`config.mk`:
```
export PLATFORM = sky130hd
export DESIGN_NAME = regfile_sb
export DESIGN_NICKNAME = d
export VERILOG_FILES = /design/src/rtl/regfile_pkg.sv /design/src/rtl/regfile_read_port.sv /design/src/rtl/regfile_sb.sv
export SDC_FILE = /design/constraint.sdc
export NUM_CORES = 1
export LEC_CHECK = 0
export CAP_MARGIN = 10
export CORE_MARGIN = 2
export CORE_UTILIZATION = 35
export DETAILED_ROUTE_END_ITERATION = 8
export PLACE_DENSITY_LB_ADDON = 0.05
export SLEW_MARGIN = 10
export SYNTH_ARGS = -nofsm -noshare
export SYNTH_HDL_FRONTEND = slang
export SYNTH_SLANG_ARGS = --single-unit
```
`constraint.sdc`:
```
create_clock -name clk -period 1.6 [get_ports clk]
set_input_delay 0.32 -clock clk [delete_from_list [all_inputs] [get_ports clk]]
set_output_delay 0.32 -clock clk [all_outputs]
set_load 0.01 [all_outputs]
```
`src/rtl/regfile_pkg.sv`:
```
// regfile_pkg: shared CPU register-file constants and types.
// Rev 1.0 - initial release.
`default_nettype none

package regfile_pkg;

  localparam int DEF_DATA_W = 16;
  localparam int DEF_ADDR_W = 4;
  localparam int REG_ZERO   = 0;

  typedef logic [DEF_ADDR_W-1:0] reg_addr_t;
  typedef logic [DEF_DATA_W-1:0] reg_data_t;

endpackage

`default_nettype wire

```
`src/rtl/regfile_read_port.sv`:
```
// regfile_read_port: one registered read port with optional write bypass and zero mask.
// Optional macro: REGFILE_SB_BYPASS_EN (forward same-edge write data / busy update). Rev 1.0.
`default_nettype none

module regfile_read_port
  import regfile_pkg::*;
#(
  parameter int DATA_W  = DEF_DATA_W,
  parameter int ADDR_W  = DEF_ADDR_W,
  parameter int ZERO_R0 = 0
) (
  input  logic              clk,
  input  logic              rst_n,
  input  logic [ADDR_W-1:0] raddr_i,
  input  logic [DATA_W-1:0] arr_data_i,
  input  logic              arr_busy_i,
  input  logic              we_i,
  input  logic [ADDR_W-1:0] waddr_i,
  input  logic [DATA_W-1:0] wdata_i,
  input  logic              rsv_en_i,
  input  logic [ADDR_W-1:0] rsv_addr_i,
  output logic [DATA_W-1:0] rdata_o,
  output logic              rbusy_o
);

  logic [DATA_W-1:0] rdata_d, rdata_q;
  logic              rbusy_d, rbusy_q;
  logic              is_zero;

  assign is_zero = (ZERO_R0 != 0) && (raddr_i == ADDR_W'(REG_ZERO));

  always_comb begin
    rdata_d = arr_data_i;
    rbusy_d = arr_busy_i;
`ifdef REGFILE_SB_BYPASS_EN
    // we_i/rsv_en_i arrive already gated for R0, so the post-edge busy falls out directly
    if (we_i && (waddr_i == raddr_i)) begin
      rdata_d = wdata_i;
      rbusy_d = 1'b0;
    end
    if (rsv_en_i && (rsv_addr_i == raddr_i)) begin
      rbusy_d = 1'b1;
    end
`endif
    if (is_zero) begin
      rdata_d = '0;
      rbusy_d = 1'b0;
    end
  end

`ifndef REGFILE_SB_BYPASS_EN
  logic unused_bypass;
  assign unused_bypass = &{1'b0, we_i, waddr_i, wdata_i, rsv_en_i, rsv_addr_i};
`endif

  always_ff @(posedge clk or negedge rst_n) begin
    if (!rst_n) begin
      rdata_q <= '0;
      rbusy_q <= 1'b0;
    end else begin
      rdata_q <= rdata_d;
      rbusy_q <= rbusy_d;
    end
  end

  assign rdata_o = rdata_q;
  assign rbusy_o = rbusy_q;

endmodule

`default_nettype wire

```
`src/rtl/regfile_sb.sv`:
```
// regfile_sb: parametrised 2-read/1-write register file with per-register busy scoreboard.
// Optional macro: REGFILE_SB_BYPASS_EN (read-during-write forwarding). Rev 1.0.
`default_nettype none

module regfile_sb
  import regfile_pkg::*;
#(
  parameter int DATA_W  = DEF_DATA_W,
  parameter int ADDR_W  = DEF_ADDR_W,
  parameter int ZERO_R0 = 0
) (
  input  logic              clk,
  input  logic              rst_n,
  input  logic              we_i,
  input  logic [ADDR_W-1:0] waddr_i,
  input  logic [DATA_W-1:0] wdata_i,
  input  logic              rsv_en_i,
  input  logic [ADDR_W-1:0] rsv_addr_i,
  input  logic [ADDR_W-1:0] raddr1_i,
  input  logic [ADDR_W-1:0] raddr2_i,
  output logic [DATA_W-1:0] rdata1_o,
  output logic [DATA_W-1:0] rdata2_o,
  output logic              rbusy1_o,
  output logic              rbusy2_o,
  output logic              busy_any_o
);

  localparam int DEPTH = 2 ** ADDR_W;

  logic [DATA_W-1:0] mem_q [DEPTH];
  logic [DEPTH-1:0]  busy_d, busy_q;
  logic              busy_any_q;
  logic              we_eff, rsv_eff;

  assign we_eff  = we_i     && !((ZERO_R0 != 0) && (waddr_i    == ADDR_W'(REG_ZERO)));
  assign rsv_eff = rsv_en_i && !((ZERO_R0 != 0) && (rsv_addr_i == ADDR_W'(REG_ZERO)));

  // Reserve is applied after the clear so a same-edge new producer keeps the register busy
  always_comb begin
    busy_d = busy_q;
    if (we_eff)  busy_d[waddr_i]    = 1'b0;
    if (rsv_eff) busy_d[rsv_addr_i] = 1'b1;
    if (ZERO_R0 != 0) busy_d[REG_ZERO] = 1'b0;
  end

  always_ff @(posedge clk or negedge rst_n) begin
    if (!rst_n) begin
      for (int i = 0; i < DEPTH; i++) mem_q[i] <= '0;
      busy_q     <= '0;
      busy_any_q <= 1'b0;
    end else begin
      if (we_eff) mem_q[waddr_i] <= wdata_i;
      busy_q     <= busy_d;
      busy_any_q <= |busy_d;
    end
  end

  assign busy_any_o = busy_any_q;

  regfile_read_port #(.DATA_W(DATA_W), .ADDR_W(ADDR_W), .ZERO_R0(ZERO_R0)) u_rp1 (
    .clk        (clk),
    .rst_n      (rst_n),
    .raddr_i    (raddr1_i),
    .arr_data_i (mem_q[raddr1_i]),
    .arr_busy_i (busy_q[raddr1_i]),
    .we_i       (we_eff),
    .waddr_i    (waddr_i),
    .wdata_i    (wdata_i),
    .rsv_en_i   (rsv_eff),
    .rsv_addr_i (rsv_addr_i),
    .rdata_o    (rdata1_o),
    .rbusy_o    (rbusy1_o)
  );

  regfile_read_port #(.DATA_W(DATA_W), .ADDR_W(ADDR_W), .ZERO_R0(ZERO_R0)) u_rp2 (
    .clk        (clk),
    .rst_n      (rst_n),
    .raddr_i    (raddr2_i),
    .arr_data_i (mem_q[raddr2_i]),
    .arr_busy_i (busy_q[raddr2_i]),
    .we_i       (we_eff),
    .waddr_i    (waddr_i),
    .wdata_i    (wdata_i),
    .rsv_en_i   (rsv_eff),
    .rsv_addr_i (rsv_addr_i),
    .rdata_o    (rdata2_o),
    .rbusy_o    (rbusy2_o)
  );

endmodule

`default_nettype wire

```
-- After elaboration in Yosys (flattened, before gate mapping)
Index checks and enable logic that the tools add are counted.
- order comparisons: 10
- reductions and logical operators: 4
- multiplexer cells: 19
- bitwise operators: 6
- operators by type and width (kind ; number):
    256-bit bitwise mux ; 1
    16-bit binary-select mux with 4-bit select ; 2
    16-bit 2-to-1 mux ; 7
    16-bit demux with 4-bit select ; 1
    4-bit by 5-bit < comparator with 1-bit output, second input constant ; 4
    16-bit bitwise AND ; 1
    16-bit inverter ; 1
    16-bit OR ; 1
    16-bit OR reduction ; 1
    5-bit greater-or-equal comparator, second input constant ; 3
    4-bit inverter with 5-bit output ; 3
    1-bit binary-select mux with 4-bit select ; 2
    1-bit demux with 4-bit select ; 2
    4-bit by 1-bit greater-or-equal comparator with 1-bit output, second input constant ; 2
    5-bit by 1-bit < comparator with 1-bit output, second input constant ; 1
    1-bit 2-to-1 mux ; 4
    1-bit logical AND ; 3
- input port bits: 36
- output and inout bits: 35
- flip-flop bits (word level): 307

-- Longest topological paths before layout
- depth in word-level cells: 10
- depth in mapped cells: 7
- depth with buffers taken out: 5

-- Modules after synthesis
Synthesis repeated with hierarchy kept, for this count alone.
- cell total of the unflattened synthesis: 884
- area total of the unflattened synthesis: 15167.0 sq um
- modules (own cells, without submodules) (module ; seq. area each (sq um) ; cells each ; area an instance (sq um) ; times used):
    regfile_sb ; 6831.6 ; 850 ; 14316.2 ; 1
    regfile_read_port ; 425.4 ; 17 ; 425.4 ; 2

-- Worst setup path before layout
OpenSTA, ideal clock, no wires.
- path kind: in2reg
- start: input port raddr1_i[1]
- end: register u_rp1.rdata_q[0] (netlist: u_rp1.rdata_o[0])
- setup time: 0.138 ns
- buffers on the path: 3
- data required time: 1.462 ns
- cell stages on the path: 5
- arrival time: 1.807 ns
- path slack: -0.345 ns
- cells stage by stage: clkbuf_1 > clkbuf_1 > buf_2 > mux4_2 > mux4_2
- longest elaborated chain between the ends: 4
- ends and longest elaborated chain (item ; RTL line ; RTL):
    start: declaration ; regfile_sb.sv:19 ; input logic [ADDR_W-1:0] raddr1_i,
    4-bit inverter with 5-bit output (implied by the code) ; regfile_sb.sv:64 ; .arr_data_i (mem_q[raddr1_i]),
    16-bit binary-select mux with 4-bit select ; regfile_sb.sv:64 ;
    16-bit 2-to-1 mux (implied by the code) (2 in a row) ; regfile_sb.sv:64 ;
    named net u_rp1.arr_data_i[0] ; regfile_read_port.sv:15 ; input logic [DATA_W-1:0] arr_data_i,
    end signal: assignment ; regfile_read_port.sv:61 ; rdata_q <= rdata_d;
    end: declaration ; regfile_read_port.sv:26 ; logic [DATA_W-1:0] rdata_d, rdata_q;
The timed path passes the listed nets, and every way through them passes these cells. The select of a mux whose other input is x is not followed.
A chain may end at the register's enable or synchronous reset.

-- Worst setup path after layout
- start: register u_rp1.rdata_q[12] (netlist: u_rp1.rdata_o[12])
- end: output port rdata1_o[12]
- RTL lines (item ; RTL line ; RTL):
    end: declaration ; regfile_sb.sv:21 ; output logic [DATA_W-1:0] rdata1_o,
No word-level cell between the ends.

==> out/qor.csv <==
stage,metric,value,unit
status,outcome,"complete, no violations",
setup_path,crit path launch type,register,
drt,met2 WL post-DR,20800,um
global_routing,GRT Residual Overflow,0,
power,Gate power share,22.4,%
place,RePlAce Congestion,0.852,
drt,met3 routed WL,1640,um
timing,Relative slew margins,60.9,%
finish,Layout area overhead,22.2,%
clocking,Worst-Skew Late Latency,0.54,ns
global_routing,vias in the first global route,10200,
synth,Mean Syn Cell Area,17.3,um^2
setup_path,Critical Path End Type,primary output,
floorplan,core area,43000,um^2
place,placed insts,1551,
synth,post-synth top area share,50.4,%
run,Max-Cap Viols,0,
synth,number of library cell types mapped by synthesis,29,
finish,fin cells,1617,
synth,YS warnings,0,
synth,register area share after synthesis,50.4,%
global_routing,gr usage total,20.5,%
finish,fill count,3878,
setup_path,crit-path leading delay family,flip-flops,
setup_path,Critical Path RT,1.28,ns
synth,Mapped Nets,918,
power,Clock Power Share,33.3,%
drt,total number of vias,8896,
drt,first drt pass iteration count,4,
place,post-placement setup slack,-0.701,ns
drt,DRC,0,
floorplan,Die Width,213,um
clocking,Num CTS Buffers,37,
finish,Post-layout nets,1042,
power,sequential power share,44.3,%
floorplan,initial core utilization,35.5,%
setup_path,critical path class,register to primary output,
timing,Final period util,97.7,%
finish,most frequent cells in the layout,"dfrtp_1, mux2_2, mux4_2",
place,Buffers on Ports,70,
place,hpwl dp,28900,um
setup_path,worst r2r dst,u_rp2.rdata_o[5]$_DFF_PN0_,
clocking,Num Clock Sinks,307,
power,pwr dens,1320,nW/um^2
setup_path,Slowest cell on crit path,dfrtp_2,
synth,Syn Inst Count,882,
drt,WL per Instance,27.0,um
synth,"area leader, netlist",dfrtp_1,
finish,layout cells sized above 1,58.4,%
clocking,Post-CTS Setup Bufs,0,
clocking,"Clk pin slew, worst setup/hold paths",0.06,ns
setup_path,WP depth,1,
place,Placed Instance Area,17400,um^2
timing,Setup-failing EPs final,0,
setup_path,"Max FO, Critical Path",1,
synth,Post-Syn Area,15200,um^2
power,leakage,7.67,nW
setup_path,CP arrival,1.24,ns
drt,DR iter-0 viols,484,
finish,Diodes inserted,0,
floorplan,Die Height,213,um
synth,largest cells by area after synthesis,"dfrtp_1, mux4_2, mux2_2",
floorplan,die area,45200,um^2
floorplan,# IOs,71,
power,internal power,18.1,mW
setup_path,worst flop-to-flop path startpoint,mem_q[5]$_DFFE_PN0P_,
clocking,H-tree levels,2,
timing,final worst slack,0.0364,ns
timing,Fmax achieved,0.640,GHz
clocking,CTS max path bufs,3,
clocking,clock tree root driver cell,clkbuf_16,
setup_path,crit-path max cell delay,0.46,ns
global_routing,first-pass GRT wire length,66700,um
power,Sw Ratio,26.4,%
timing,Final min period,1.56,ns
global_routing,initial antenna violation count,1,
power,peak supply drop,0.662,mV
timing,"Hold Violations, Final",0,
timing,Worst Clk Skew,0.0231,ns
setup_path,worst reg2reg setup slack,0.04,ns
timing,worst slew pin tran,0.585,ns
drt,"antenna viol nets, final",0,
setup_path,worst path bufs/invs,1,
global_routing,largest net degree at the start of global routing,49,
timing,max-slew violations,0,
power,sw power,6.51,mW
drt,DR top layer,met5,
finish,"most common cell after layout, fill and taps aside",dfrtp_1,
clocking,CTS tree,built,
synth,number of register bits inferred by synthesis,307,
drt,vias per cell,5.50,
drt,Met1 Wirelength,19900,um
drt,WL final,43700,um
finish,cell area after layout,18600,um^2
worst_hold_path,HP Class,primary input to async pin,
floorplan,FP Rows,76,
setup_path,R2R depth,2,
setup_path,CP Cell Sequence,clkdlybuf4s15_2,
[worst max-delay path by stage]
stage                                      startpoint                         end  slack, ns
after detailed placement                         we_i        busy_any_o$_DFF_PN0_      -0.70
final                     u_rp1.rdata_o[12]$_DFF_PN0_                rdata1_o[12]       0.04
after floorplan                           raddr1_i[0]  u_rp1.rdata_o[0]$_DFF_PN0_      -0.16
after global placement                           we_i        busy_any_o$_DFF_PN0_      -0.71
after CTS                 u_rp1.rdata_o[12]$_DFF_PN0_                rdata1_o[12]      0.004
after global routing                       waddr_i[0]        busy_any_o$_DFF_PN0_     -0.002
[stage by stage]
step | total power [mW] | hold slack, ns | TNS, ns | utilization (%)
after floorplan | 14.5 | 0.0244 | -5.55 | -
after global routing | 25.9 | 0.329 | -0.00159 | 43.3
after global placement | 16.5 | 0.276 | -144.21 | 40.6
after CTS | 25.0 | 0.303 | 0 | 43.3
after detailed placement | 16.8 | 0.283 | -151.81 | 40.6
final | 24.6 | 0.308 | 0 | 43.3
[power groups by stage]
stage          Combinational, mW  Sequential, mW  Clock [mW]
3_3_place_gp                5.64            10.8           0
6_report                    5.51            10.9        8.19
3_5_place_dp                5.77            11.1           0
2_1_floorplan               3.75            10.7           0
5_1_grt                     5.92            11.2        8.77
4_1_cts                     5.60            10.9        8.43
[synthesized netlist by cell type (all sizes together)]
cell type and instances:
dfrtp 307, mux2 256, mux4 170, buf 47, clkbuf 35, o21ai 16, nor2 10, nand2 6
nand2b 5, nand3b 4, nor4 4, a32o 3, inv 3, nand3 3, a21o 2, nor3 2
nor3b 2, or3 2, nand4 1, nor2b 1, o22ai 1, o2bb2ai 1, o31ai 1
[per-layer routing]
| layer | track usage (%) | vias to the layer above |
|---|---|---|
| met3 | 3.21 | 73 |
| met5 | 0 | - |
| met2 | 32.8 | 202 |
| met1 | 28.6 | 4903 |
| met4 | 7.11 | 2 |
| li1 | - | 3716 |
[area by class of cell]
type | instances | area, um^2 | area share (%)
flip-flops and latches | 307 | 7680 | 41.3
repair buffers | 167 | 1870 | 10.0
multi-input cells | 490 | 7150 | 38.4
inverters | 3 | 11.3 | 0.0605
clock buffers | 57 | 1130 | 6.09
well taps | 585 | 732 | 3.93
clock inverters | 8 | 47.5 | 0.255
[registers in the layout, summed over array words and instances, names as in the netlist]
name           count
u_rp2.rbusy_o      1
u_rp1.rbusy_o      1
busy_any_o         1
busy_q            16
u_rp2.rdata_o     16
u_rp1.rdata_o     16
mem_q            256
[logic make-up (layout without fill, tap and decap cells)]
family | Yosys count | count (layout) | share of synthesized area [%]
flops | 307 | 307 | 50.4
mux | 426 | 426 | 44.0
simple gates | 40 | 40 | 1.58
compound gates | 24 | 24 | 0.969
buf+inv | 85 | 235 | 2.98
[what timing repair did]
action,4_1_cts,5_1_grt
resized for setup,47,5
pin swaps,0,2
hold buffers,1,0
setup endpoints to repair,83,24
hold endpoints to repair,35,0
(Power assumes the default switching activity.)
